[src/rtl/uart_alu_bridge.sv]
// Bridge between a UART receiver/transmitter pair and a combinational ALU:
// assembles A, B, opcode bytes, launches the result and waits for transmit completion.
module uart_alu_bridge #(
    parameter int DATA_BITS    = 8,
    parameter int OP_BITS      = 6,
    parameter int ERR_CNT_BITS = 4
) (
    input  logic                    clk,
    input  logic                    reset,
    input  logic [DATA_BITS-1:0]    rx_data,
    input  logic                    rx_done,
    input  logic                    rx_error,
    input  logic [DATA_BITS-1:0]    alu_result,
    input  logic                    tx_done,
    output logic [DATA_BITS-1:0]    alu_a,
    output logic [DATA_BITS-1:0]    alu_b,
    output logic [OP_BITS-1:0]      alu_op,
    output logic [DATA_BITS-1:0]    tx_data,
    output logic                    tx_start,
    output logic                    busy,
    output logic                    overrun,
    output logic [ERR_CNT_BITS-1:0] err_count
);

    typedef enum logic [2:0] {
        ST_WAIT_A  = 3'd0,
        ST_WAIT_B  = 3'd1,
        ST_WAIT_OP = 3'd2,
        ST_SEND    = 3'd3,
        ST_WAIT_TX = 3'd4
    } state_t;

    state_t                  state_q, state_d;
    logic                    rx_done_q, tx_done_q;
    logic                    rx_ev, tx_ev;
    logic [DATA_BITS-1:0]    alu_a_q, alu_a_d;
    logic [DATA_BITS-1:0]    alu_b_q, alu_b_d;
    logic [OP_BITS-1:0]      alu_op_q, alu_op_d;
    logic [DATA_BITS-1:0]    tx_data_q, tx_data_d;
    logic                    tx_start_q, tx_start_d;
    logic                    overrun_q, overrun_d;
    logic [ERR_CNT_BITS-1:0] err_count_q, err_count_d;

    // A level held high on either done flag counts as a single event.
    assign rx_ev = rx_done & ~rx_done_q;
    assign tx_ev = tx_done & ~tx_done_q;

    // State, edge-detect and datapath registers.
    always_ff @(posedge clk) begin
        if (reset) begin
            state_q     <= ST_WAIT_A;
            rx_done_q   <= 1'b0;
            tx_done_q   <= 1'b0;
            alu_a_q     <= '0;
            alu_b_q     <= '0;
            alu_op_q    <= '0;
            tx_data_q   <= '0;
            tx_start_q  <= 1'b0;
            overrun_q   <= 1'b0;
            err_count_q <= '0;
        end else begin
            state_q     <= state_d;
            rx_done_q   <= rx_done;
            tx_done_q   <= tx_done;
            alu_a_q     <= alu_a_d;
            alu_b_q     <= alu_b_d;
            alu_op_q    <= alu_op_d;
            tx_data_q   <= tx_data_d;
            tx_start_q  <= tx_start_d;
            overrun_q   <= overrun_d;
            err_count_q <= err_count_d;
        end
    end

    // Next-state logic; any parity error restarts command assembly.
    always_comb begin
        state_d = state_q;
        case (state_q)
            ST_WAIT_A: begin
                if (rx_ev) state_d = rx_error ? ST_WAIT_A : ST_WAIT_B;
                else       state_d = state_q;
            end
            ST_WAIT_B: begin
                if (rx_ev) state_d = rx_error ? ST_WAIT_A : ST_WAIT_OP;
                else       state_d = state_q;
            end
            ST_WAIT_OP: begin
                if (rx_ev) state_d = rx_error ? ST_WAIT_A : ST_SEND;
                else       state_d = state_q;
            end
            ST_SEND:    state_d = ST_WAIT_TX;
            ST_WAIT_TX: begin
                if (tx_ev) state_d = ST_WAIT_A;
                else       state_d = state_q;
            end
            default:    state_d = ST_WAIT_A;
        endcase
    end

    // Output/datapath next values; bytes arriving while busy are dropped and flagged.
    always_comb begin
        alu_a_d     = alu_a_q;
        alu_b_d     = alu_b_q;
        alu_op_d    = alu_op_q;
        tx_data_d   = tx_data_q;
        tx_start_d  = 1'b0;
        overrun_d   = overrun_q;
        err_count_d = err_count_q;
        case (state_q)
            ST_WAIT_A, ST_WAIT_B, ST_WAIT_OP: begin
                if (rx_ev && rx_error) begin
                    if (err_count_q != {ERR_CNT_BITS{1'b1}}) begin
                        err_count_d = err_count_q + {{(ERR_CNT_BITS-1){1'b0}}, 1'b1};
                    end else begin
                        err_count_d = err_count_q;
                    end
                end else if (rx_ev) begin
                    if (state_q == ST_WAIT_A)      alu_a_d  = rx_data;
                    else if (state_q == ST_WAIT_B) alu_b_d  = rx_data;
                    else                           alu_op_d = rx_data[OP_BITS-1:0];
                end else begin
                    err_count_d = err_count_q;
                end
            end
            ST_SEND: begin
                tx_data_d  = alu_result;
                tx_start_d = 1'b1;
                if (rx_ev) overrun_d = 1'b1;
                else       overrun_d = overrun_q;
            end
            ST_WAIT_TX: begin
                if (rx_ev) overrun_d = 1'b1;
                else       overrun_d = overrun_q;
            end
            default: begin
                tx_start_d = 1'b0;
            end
        endcase
    end

    assign alu_a     = alu_a_q;
    assign alu_b     = alu_b_q;
    assign alu_op    = alu_op_q;
    assign tx_data   = tx_data_q;
    assign tx_start  = tx_start_q;
    assign overrun   = overrun_q;
    assign err_count = err_count_q;
    assign busy      = (state_q == ST_SEND) || (state_q == ST_WAIT_TX);

endmodule
[config.mk]
export PLATFORM = sky130hd
export DESIGN_NAME = uart_alu_bridge
export DESIGN_NICKNAME = d
export VERILOG_FILES = /design/src/rtl/uart_alu_bridge.sv
export SDC_FILE = /design/constraint.sdc
export NUM_CORES = 1
export LEC_CHECK = 0
export BUFFER_PORTS_ARGS = -buffer_cell sky130_fd_sc_hd__buf_2
export CAP_MARGIN = 15
export CELL_PAD_IN_SITES_DETAIL_PLACEMENT = 1
export CELL_PAD_IN_SITES_GLOBAL_PLACEMENT = 1
export CORE_ASPECT_RATIO = 0.7
export CORE_MARGIN = 1.5
export CORE_UTILIZATION = 38
export DETAILED_ROUTE_END_ITERATION = 10
export GPL_ROUTABILITY_DRIVEN = 1
export PLACE_DENSITY = 0.94
export SLEW_MARGIN = 20
export SYNTH_ARGS = -nofsm -noshare
export SYNTH_HDL_FRONTEND = slang
export SYNTH_SLANG_ARGS = --single-unit
[constraint.sdc]
create_clock -name clk -period 4.8 [get_ports clk]
set_clock_uncertainty 0.2 [all_clocks]
set_input_delay 1.2 -clock clk [delete_from_list [all_inputs] [get_ports clk]]
set_output_delay 1.2 -clock clk [all_outputs]
set_load 0.02 [all_outputs]
==> flow_summary.toml, run 1 <==
[run_status]
status = "complete, no violations"

[yosys]
yosysWarnings = 0
synth-async-reset-ratio = 0
synth_area_per_cell_um2 = 9.72
ys_types = 30
syn_inst = 166
synth_nets = 188
yosysTopAreaCell = "dfxtp_1"
netlist_area_um2 = 1610
seq_area_frac_synth = 0.509
yosys.area.top_type_share = 0.509
synth-main-ff-cell = "dfxtp_1"
synth.area.top_cells = "dfxtp_1 (51%), mux2i_1 (19%), nand2_1 (8.1%), nor2_1 (2.6%), nor2b_1 (1.6%)"
synth.most_common_cell = "dfxtp_1"
synth_edf_count = 0
synthTopCellsByCount = "dfxtp_1 (41), nand2_1 (35), mux2i_1 (31)"
ys_ff_latch = 41

[place]
portBuffers = 57
pre_cts_ws_ns = 1.88
dp.cells = 266
postPlaceCellArea_um2 = 1930
gp_congestion = 0.723
dpl.hpwl_mm = 2.78

[setup_path]
cpPeakStageDelay_ns = 0.52
crit_chain = "nand3b_1 > nand2_1 > buf_2"
start_kind = "flop"
critPathSlowestCell = "nand3b_1"
r2r_slack_ns = 2.78
cp.buffers_inverters = 1
crit_fanout = 12
worstSetupPathType = "reg -> out"
critPathTopFamily = "simple AND/OR/NAND/NOR gates"
crit_arrival_ns = 1.64
end_kind = "output pin"
worstPathRequired_ns = 3.40

[clock_tree]
cts_inserted_buffers = 5
cts_hold_buf = 0
cts_setup_buffers = 0
ctsHtreeMaxLevel = 2
post_cts_resize_count = 0
clk_path_buf_depth = 2
cts_tree = "built"
clock-sinks = 41
clkLatencyLatePin_ns = 0.28
path_clk_slew_ns = 0.07
cts-root-buf = "clkbuf_8"

[pwr]
seqPwrFrac = 0.531
leakage_nw = 1.08
peakVddDrop_uv = 172
powerDensity_nw_per_um2 = 326
pwr-share-clk = 0.395
power_mw = 0.662
switchingPower_mw = 0.145
intPower_mw = 0.517
p_sw_frac = 0.218
power_frac_comb = 0.074

[global_route]
antenna_found_initial = 0
grt_max_degree = 34
grt_pass1_wl_mm = 5.99
grt_pass1_vias = 1320
overflow = 0
grt_usage = 0.170

[floorplanning]
pin_count = 58
die_h_um = 57.5
num_rows = 19
die_width_um = 80.9
core-area_um2 = 3990
start_util = 0.404
die-area_um2 = 4650

[cells_and_area]
antennaDiodeCount = 0
drive_gt1_frac = 0.308
area_growth_pct = 25.9
fin_area_um2 = 2030
utilization = 0.509
fin_nets = 243
stdcell_count = 273

[timing]
finalCriticalPeriod_ns = 3.04
hold_violations = 0
rsz0062_at_grt = "false"
fmax_ghz = 0.329
tightest_slew_ns = 0.922
setup_viol = 0
holdWs_ns = 0.261
fin_ws_ns = 1.76
max_slew_margin = 0.385
tns_ns = 0
post-route-period-util = 0.633
finalMaxSlewViolations = 0

[worst_hold_path]
hp-class = "reg -> reg"

[drt]
drcViolationCount = 0
drt_iter0_drc = 44
highest_layer = "met4"
vias = 1357
drtPass1Iterations = 4
wl_met1_mm = 1.75
drtAntennaViolNets = 0
avgRoutedWirePerCell_um = 13.6
wl_mm = 3.70
vias_per_cell = 4.97
wl_met3_um = 226
wl_met2_mm = 1.70

[flow_run]
cap_violations = 0
## final timing paths
kind	from	endpoint	cells past startpoint
worst min-delay path	alu_a[4]$_SDFFE_PP0P_	alu_a[4]$_SDFFE_PP0P_	2
worst max-delay path	state_q[1]$_SDFFE_PP0P_	busy	3
worst max register to register	state_q[2]$_SDFFE_PP0P_	alu_a[7]$_SDFFE_PP0P_	3
worst min register to register	alu_a[4]$_SDFFE_PP0P_	alu_a[4]$_SDFFE_PP0P_	2
## placed cells by master (no fill, tap or decap), types with 2 or more instances in the layout
cell,instances
a22oi_1,2
nor4b_1,2
nand3b_1,3
nor3_1,5
mux2i_1,31
nor2_1,11
nor2b_1,4
a31oi_1,2
inv_1,3
dfxtp_1,41
buf_2,57
clkbuf_8,5
nand2_1,35
a21oi_1,3
## layout make-up
class,count,area [µm²]
fill,477,1960
sequential,41,821
multi-input combinational,113,746
timing repair buffer,57,285
clock buffer,5,68.8
tap,52,65.1
clock inverter,2,35.0
inverter,3,11.3
## power by group through the flow
stage | combinational, mW | clock [mW] | sequential, mW
finish | 0.0492 | 0.261 | 0.352
global placement | 0.0479 | 0 | 0.359
CTS | 0.0499 | 0.271 | 0.352
detailed placement | 0.0494 | 0 | 0.360
global route | 0.0544 | 0.285 | 0.352
floorplan | 0.0259 | 0 | 0.364
## kinds of logic after synthesis
| family | share of synthesized area |
|---|---|
| compound gates | 0.0504 |
| mux | 0.199 |
| simple gates | 0.205 |
| fa+ha+maj | 0.00775 |
| buf+inv | 0.0295 |
| flops | 0.509 |
## state kept, by name (all words and copies together) (netlist names)
name and flops:
alu_op 6, tx_done_q 1, alu_b 8, tx_start 1, alu_a 8, state_q 3, tx_data 8, rx_done_q 1
overrun 1, err_count 4
## metal layers
| layer | vias to the layer above | GRT usage |
|---|---|---|
| met5 | - | 0 |
| met4 | 0 | 0.0640 |
| met3 | 4 | 0.0640 |
| met2 | 40 | 0.269 |
| met1 | 633 | 0.210 |
| li1 | 680 | - |
## worst reg2reg max path: cells and delay by family (launching register included)
kind / cells / cell delay (ns)
flops: 1 / 0.38
mux: 1 / 0.26
simple gates: 2 / 1.10
Note: power is estimated with default switching activity, not from simulation.
==> run 2: changes to the inputs <==
--- a/config.mk
+++ b/config.mk
@@ -11,10 +11,10 @@
 export CELL_PAD_IN_SITES_GLOBAL_PLACEMENT = 1
 export CORE_ASPECT_RATIO = 0.7
 export CORE_MARGIN = 1.5
-export CORE_UTILIZATION = 38
+export CORE_UTILIZATION = 36
 export DETAILED_ROUTE_END_ITERATION = 10
 export GPL_ROUTABILITY_DRIVEN = 1
-export PLACE_DENSITY = 0.94
+export PLACE_DENSITY = 0.9
 export SLEW_MARGIN = 20
 export SYNTH_ARGS = -nofsm -noshare
 export SYNTH_HDL_FRONTEND = slang
==> constraint.sdc (replaced) <==
create_clock -name clk -period 2.9 [get_ports clk]
set_clock_uncertainty 0.2 [all_clocks]
set_input_delay 0.725 -clock clk [delete_from_list [all_inputs] [get_ports clk]]
set_output_delay 0.725 -clock clk [all_outputs]
set_load 0.02 [all_outputs]
==> flow_summary.toml, run 2 (synthesis gave the netlist of run 1 again) <==
[run_status]
status = "complete, no violations"

[global_route]
grt_pass1_wl_mm = 6.20
overflow = 0
grt_pass1_vias = 1348
grt_usage = 0.163
antenna_found_initial = 0
grt_max_degree = 34

[clock_tree]
cts_setup_buffers = 0
cts-root-buf = "clkbuf_8"
cts_tree = "built"
clk_path_buf_depth = 2
path_clk_slew_ns = 0.07
cts_inserted_buffers = 5
post_cts_resize_count = 0
clock-sinks = 41
cts_hold_buf = 0
clkLatencyLatePin_ns = 0.29
ctsHtreeMaxLevel = 2

[place]
dpl.hpwl_mm = 2.72
portBuffers = 57
gp_congestion = 0.762
pre_cts_ws_ns = 0.503

[timing]
setup_viol = 0
fmax_ghz = 0.412
holdWs_ns = 0.259
hold_violations = 0
finalCriticalPeriod_ns = 2.43
max_slew_margin = 0.609
finalMaxSlewViolations = 0
tns_ns = 0
post-route-period-util = 0.838
rsz0062_at_grt = "false"
fin_ws_ns = 0.471
tightest_slew_ns = 0.583

[floorplanning]
die_width_um = 83.0
num_rows = 20
pin_count = 58
start_util = 0.373
die-area_um2 = 4900
core-area_um2 = 4330
die_h_um = 59.0

[setup_path]
cpPeakStageDelay_ns = 0.51
start_kind = "flop"
critPathTopFamily = "simple AND/OR/NAND/NOR gates"
end_kind = "output pin"
worstSetupPathType = "reg -> out"
worstPathRequired_ns = 1.98
crit_fanout = 8
crit_arrival_ns = 1.50
crit_chain = "or3b_2 > nand2_1 > buf_2"
cp.buffers_inverters = 1
critPathSlowestCell = "or3b_2"

[drt]
drt_iter0_drc = 30
avgRoutedWirePerCell_um = 13.2
drtAntennaViolNets = 0
vias_per_cell = 4.84
wl_mm = 3.68
drcViolationCount = 0
drtPass1Iterations = 2
vias = 1345

[cells_and_area]
area_growth_pct = 26.0
final_common_cell = "buf_2"
utilization = 0.470
drive_gt1_frac = 0.309
fin_nets = 245
final_cell_mix = "buf_2 (57), dfxtp_1 (41), nand2_1 (35)"
antennaDiodeCount = 0

[pwr]
powerDensity_nw_per_um2 = 508
peakVddDrop_uv = 277
leakage_nw = 1.08

[worst_hold_path]
hp-class = "reg -> reg"

[flow_run]
cap_violations = 0
==> run 2: metrics by stage <==
stage	cells	area [µm²]	power, mW
after floorplan	166	1610	0.646
after detailed placement	271	1950	0.679
after global placement	271	1950	0.676
after CTS	278	2030	1.05
after global routing	278	2030	1.08
final	278	2030	1.03
==> run 2: layer usage <==
| layer | vias to the layer above | share of wire | track usage |
|---|---|---|---|
| met5 | - | 0 | 0 |
| met4 | 0 | 0.024 | 0.0929 |
| met3 | 6 | 0.039 | 0.0404 |
| met2 | 31 | 0.44 | 0.266 |
| met1 | 631 | 0.50 | 0.203 |
| li1 | 677 | - | - |
==> run 2: power by group <==
part	leakage [nW]	internal [mW]	switching (mW)
clock network	0.0443	0.189	0.180
registers	0.332	0.574	0.00863
logic	0.702	0.0336	0.0487
==> run 2: layout make-up <==
| class | count | area [µm²] |
|---|---|---|
| fill | 515 | 2300 |
| sequential | 41 | 821 |
| multi-input combinational | 113 | 746 |
| timing repair buffer | 59 | 300 |
| clock buffer | 7 | 86.3 |
| tap | 55 | 68.8 |
| inverter | 3 | 11.3 |
==> run 2: worst register-to-register path, delay by kind of cell, from the launching register on <==
| kind | cells | cell delay, ns |
|---|---|---|
| DFF | 1 | 0.39 |
| muxes | 1 | 0.26 |
| and+or+nand+nor | 2 | 1.05 |
==> run 2: worst paths after layout <==
kind / start / end / slack, ns / cells after the start
min: alu_b[1]$_SDFFE_PP0P_ / alu_b[1]$_SDFFE_PP0P_ / 0.26 / 2
max: state_q[2]$_SDFFE_PP0P_ / busy / 0.47 / 3
min reg2reg: alu_b[1]$_SDFFE_PP0P_ / alu_b[1]$_SDFFE_PP0P_ / 0.26 / 2
max reg2reg: state_q[2]$_SDFFE_PP0P_ / alu_a[7]$_SDFFE_PP0P_ / 0.92 / 3
==> run 3: changes to the inputs <==
==> constraint.sdc (replaced) <==
create_clock -name clk -period 2.5 [get_ports clk]
set_clock_uncertainty 0.2 [all_clocks]
set_input_delay 0.625 -clock clk [delete_from_list [all_inputs] [get_ports clk]]
set_output_delay 0.625 -clock clk [all_outputs]
set_load 0.02 [all_outputs]
==> flow_summary.toml, run 3 (synthesis gave the netlist of run 1 again) <==
[run_status]
status = "complete, no violations"

[floorplanning]
num_rows = 20
die-area_um2 = 4900
die_h_um = 59.0
die_width_um = 83.0
start_util = 0.373
core-area_um2 = 4330
pin_count = 58

[global_route]
antenna_found_initial = 0
grt_pass1_vias = 1281
overflow = 0
grt_usage = 0.165
grt_pass1_wl_mm = 6.11
grt_max_degree = 26

[setup_path]
r2r_end = "alu_a[0]$_SDFFE_PP0P_"
worstSetupPathType = "reg -> out"
start_kind = "flop"
endpoint = "busy"
crit_arrival_ns = 1.51
r2r-start = "state_q[2]$_SDFFE_PP0P_"
startpoint = "state_q[2]$_SDFFE_PP0P_"
end_kind = "output pin"
r2r_cells = 3
worstPathRequired_ns = 1.67
r2r_slack_ns = 0.56
crit_fanout = 8

[clock_tree]
path_clk_slew_ns = 0.08
post_cts_resize_count = 0
cts_hold_buf = 0
clkLatencyLatePin_ns = 0.29
cts_setup_buffers = 0
clock-sinks = 41
cts_tree = "built"
clk_path_buf_depth = 2
ctsHtreeMaxLevel = 2
cts-root-buf = "clkbuf_8"
cts_inserted_buffers = 5

[timing]
tns_ns = 0
finalCriticalPeriod_ns = 2.33
finalMaxSlewViolations = 0
post-route-period-util = 0.933
tightest_slew_ns = 0.477
holdWs_ns = 0.259
max_slew_margin = 0.680
rsz0062_at_grt = "false"
fin_ws_ns = 0.168
hold_violations = 0
fmax_ghz = 0.429
setup_viol = 0

[cells_and_area]
fin_nets = 247
antennaDiodeCount = 0
final_common_cell = "buf_2"
final_cell_mix = "buf_2 (57), dfxtp_1 (41), nand2_1 (35)"
fill_cells = 529
drive_gt1_frac = 0.319
utilization = 0.475
area_growth_pct = 27.4

[drt]
avgRoutedWirePerCell_um = 13.5
drt_iter0_drc = 36
wl_mm = 3.79
vias_per_cell = 4.88
vias = 1372
drtAntennaViolNets = 0
drtPass1Iterations = 4
drcViolationCount = 0

[pwr]
power_mw = 1.19
switchingPower_mw = 0.287
pwr-share-clk = 0.347
leakage_nw = 1.09
peakVddDrop_uv = 313
intPower_mw = 0.902
p_sw_frac = 0.242
powerDensity_nw_per_um2 = 578
power_frac_comb = 0.085
seqPwrFrac = 0.568

[place]
pre_cts_ws_ns = 0.225
dpl.hpwl_mm = 2.90
gp_congestion = 0.780
portBuffers = 57

[worst_hold_path]
hp-class = "reg -> reg"

[flow_run]
cap_violations = 0
[run 3: cell type report]
class	instances	area, µm²	share of cell area
flip-flops and latches	41	821	0.399
multi-input cells	113	746	0.363
repair buffers	61	328	0.159
clock buffers	6	72.6	0.0353
well taps	55	68.8	0.0335
inverters	3	11.3	0.00547
clock inverters	2	10.0	0.00487
[run 3: per-layer routing]
metal | share of wire | GRT usage
met1 | 0.47 | 0.209
met2 | 0.45 | 0.257
met3 | 0.054 | 0.0432
met4 | 0.024 | 0.100
met5 | 0 | 0
[run 3: how the worst min path moves through the flow]
stage / startpoint / to / slack, ns / cells after the start
after floorplan: tx_done_q$_SDFF_PP0_ / state_q[2]$_SDFFE_PP0P_ / 0.29 / 2
after global placement: alu_a[6]$_SDFFE_PP0P_ / alu_a[6]$_SDFFE_PP0P_ / 0.24 / 2
after detailed placement: alu_b[1]$_SDFFE_PP0P_ / alu_b[1]$_SDFFE_PP0P_ / 0.24 / 2
after CTS: alu_b[1]$_SDFFE_PP0P_ / alu_b[1]$_SDFFE_PP0P_ / 0.26 / 2
after global routing: alu_b[1]$_SDFFE_PP0P_ / alu_b[1]$_SDFFE_PP0P_ / 0.28 / 2
final: alu_b[4]$_SDFFE_PP0P_ / alu_b[4]$_SDFFE_PP0P_ / 0.26 / 2
[run 3: worst max-delay path, cell delays in order (launching register included)]
cell and delay, ns:
dfxtp_1 0.47, or3b_2 0.50, nand2_1 0.08, buf_2 0.16
[run 3: power by group through the flow]
stage | combinational, mW | sequential, mW | clock, mW
floorplan | 0.0497 | 0.699 | 0
global placement | 0.0992 | 0.690 | 0
detailed placement | 0.102 | 0.691 | 0
CTS | 0.102 | 0.676 | 0.432
global route | 0.111 | 0.678 | 0.467
finish | 0.101 | 0.676 | 0.413
[run 3: metrics by stage]
step                instance area [µm²]  cells
floorplan                          1610    166
detailed placement                 1970    273
global placement                   1970    273
global route                       2060    281
finish                             2060    281
CTS                                2060    281
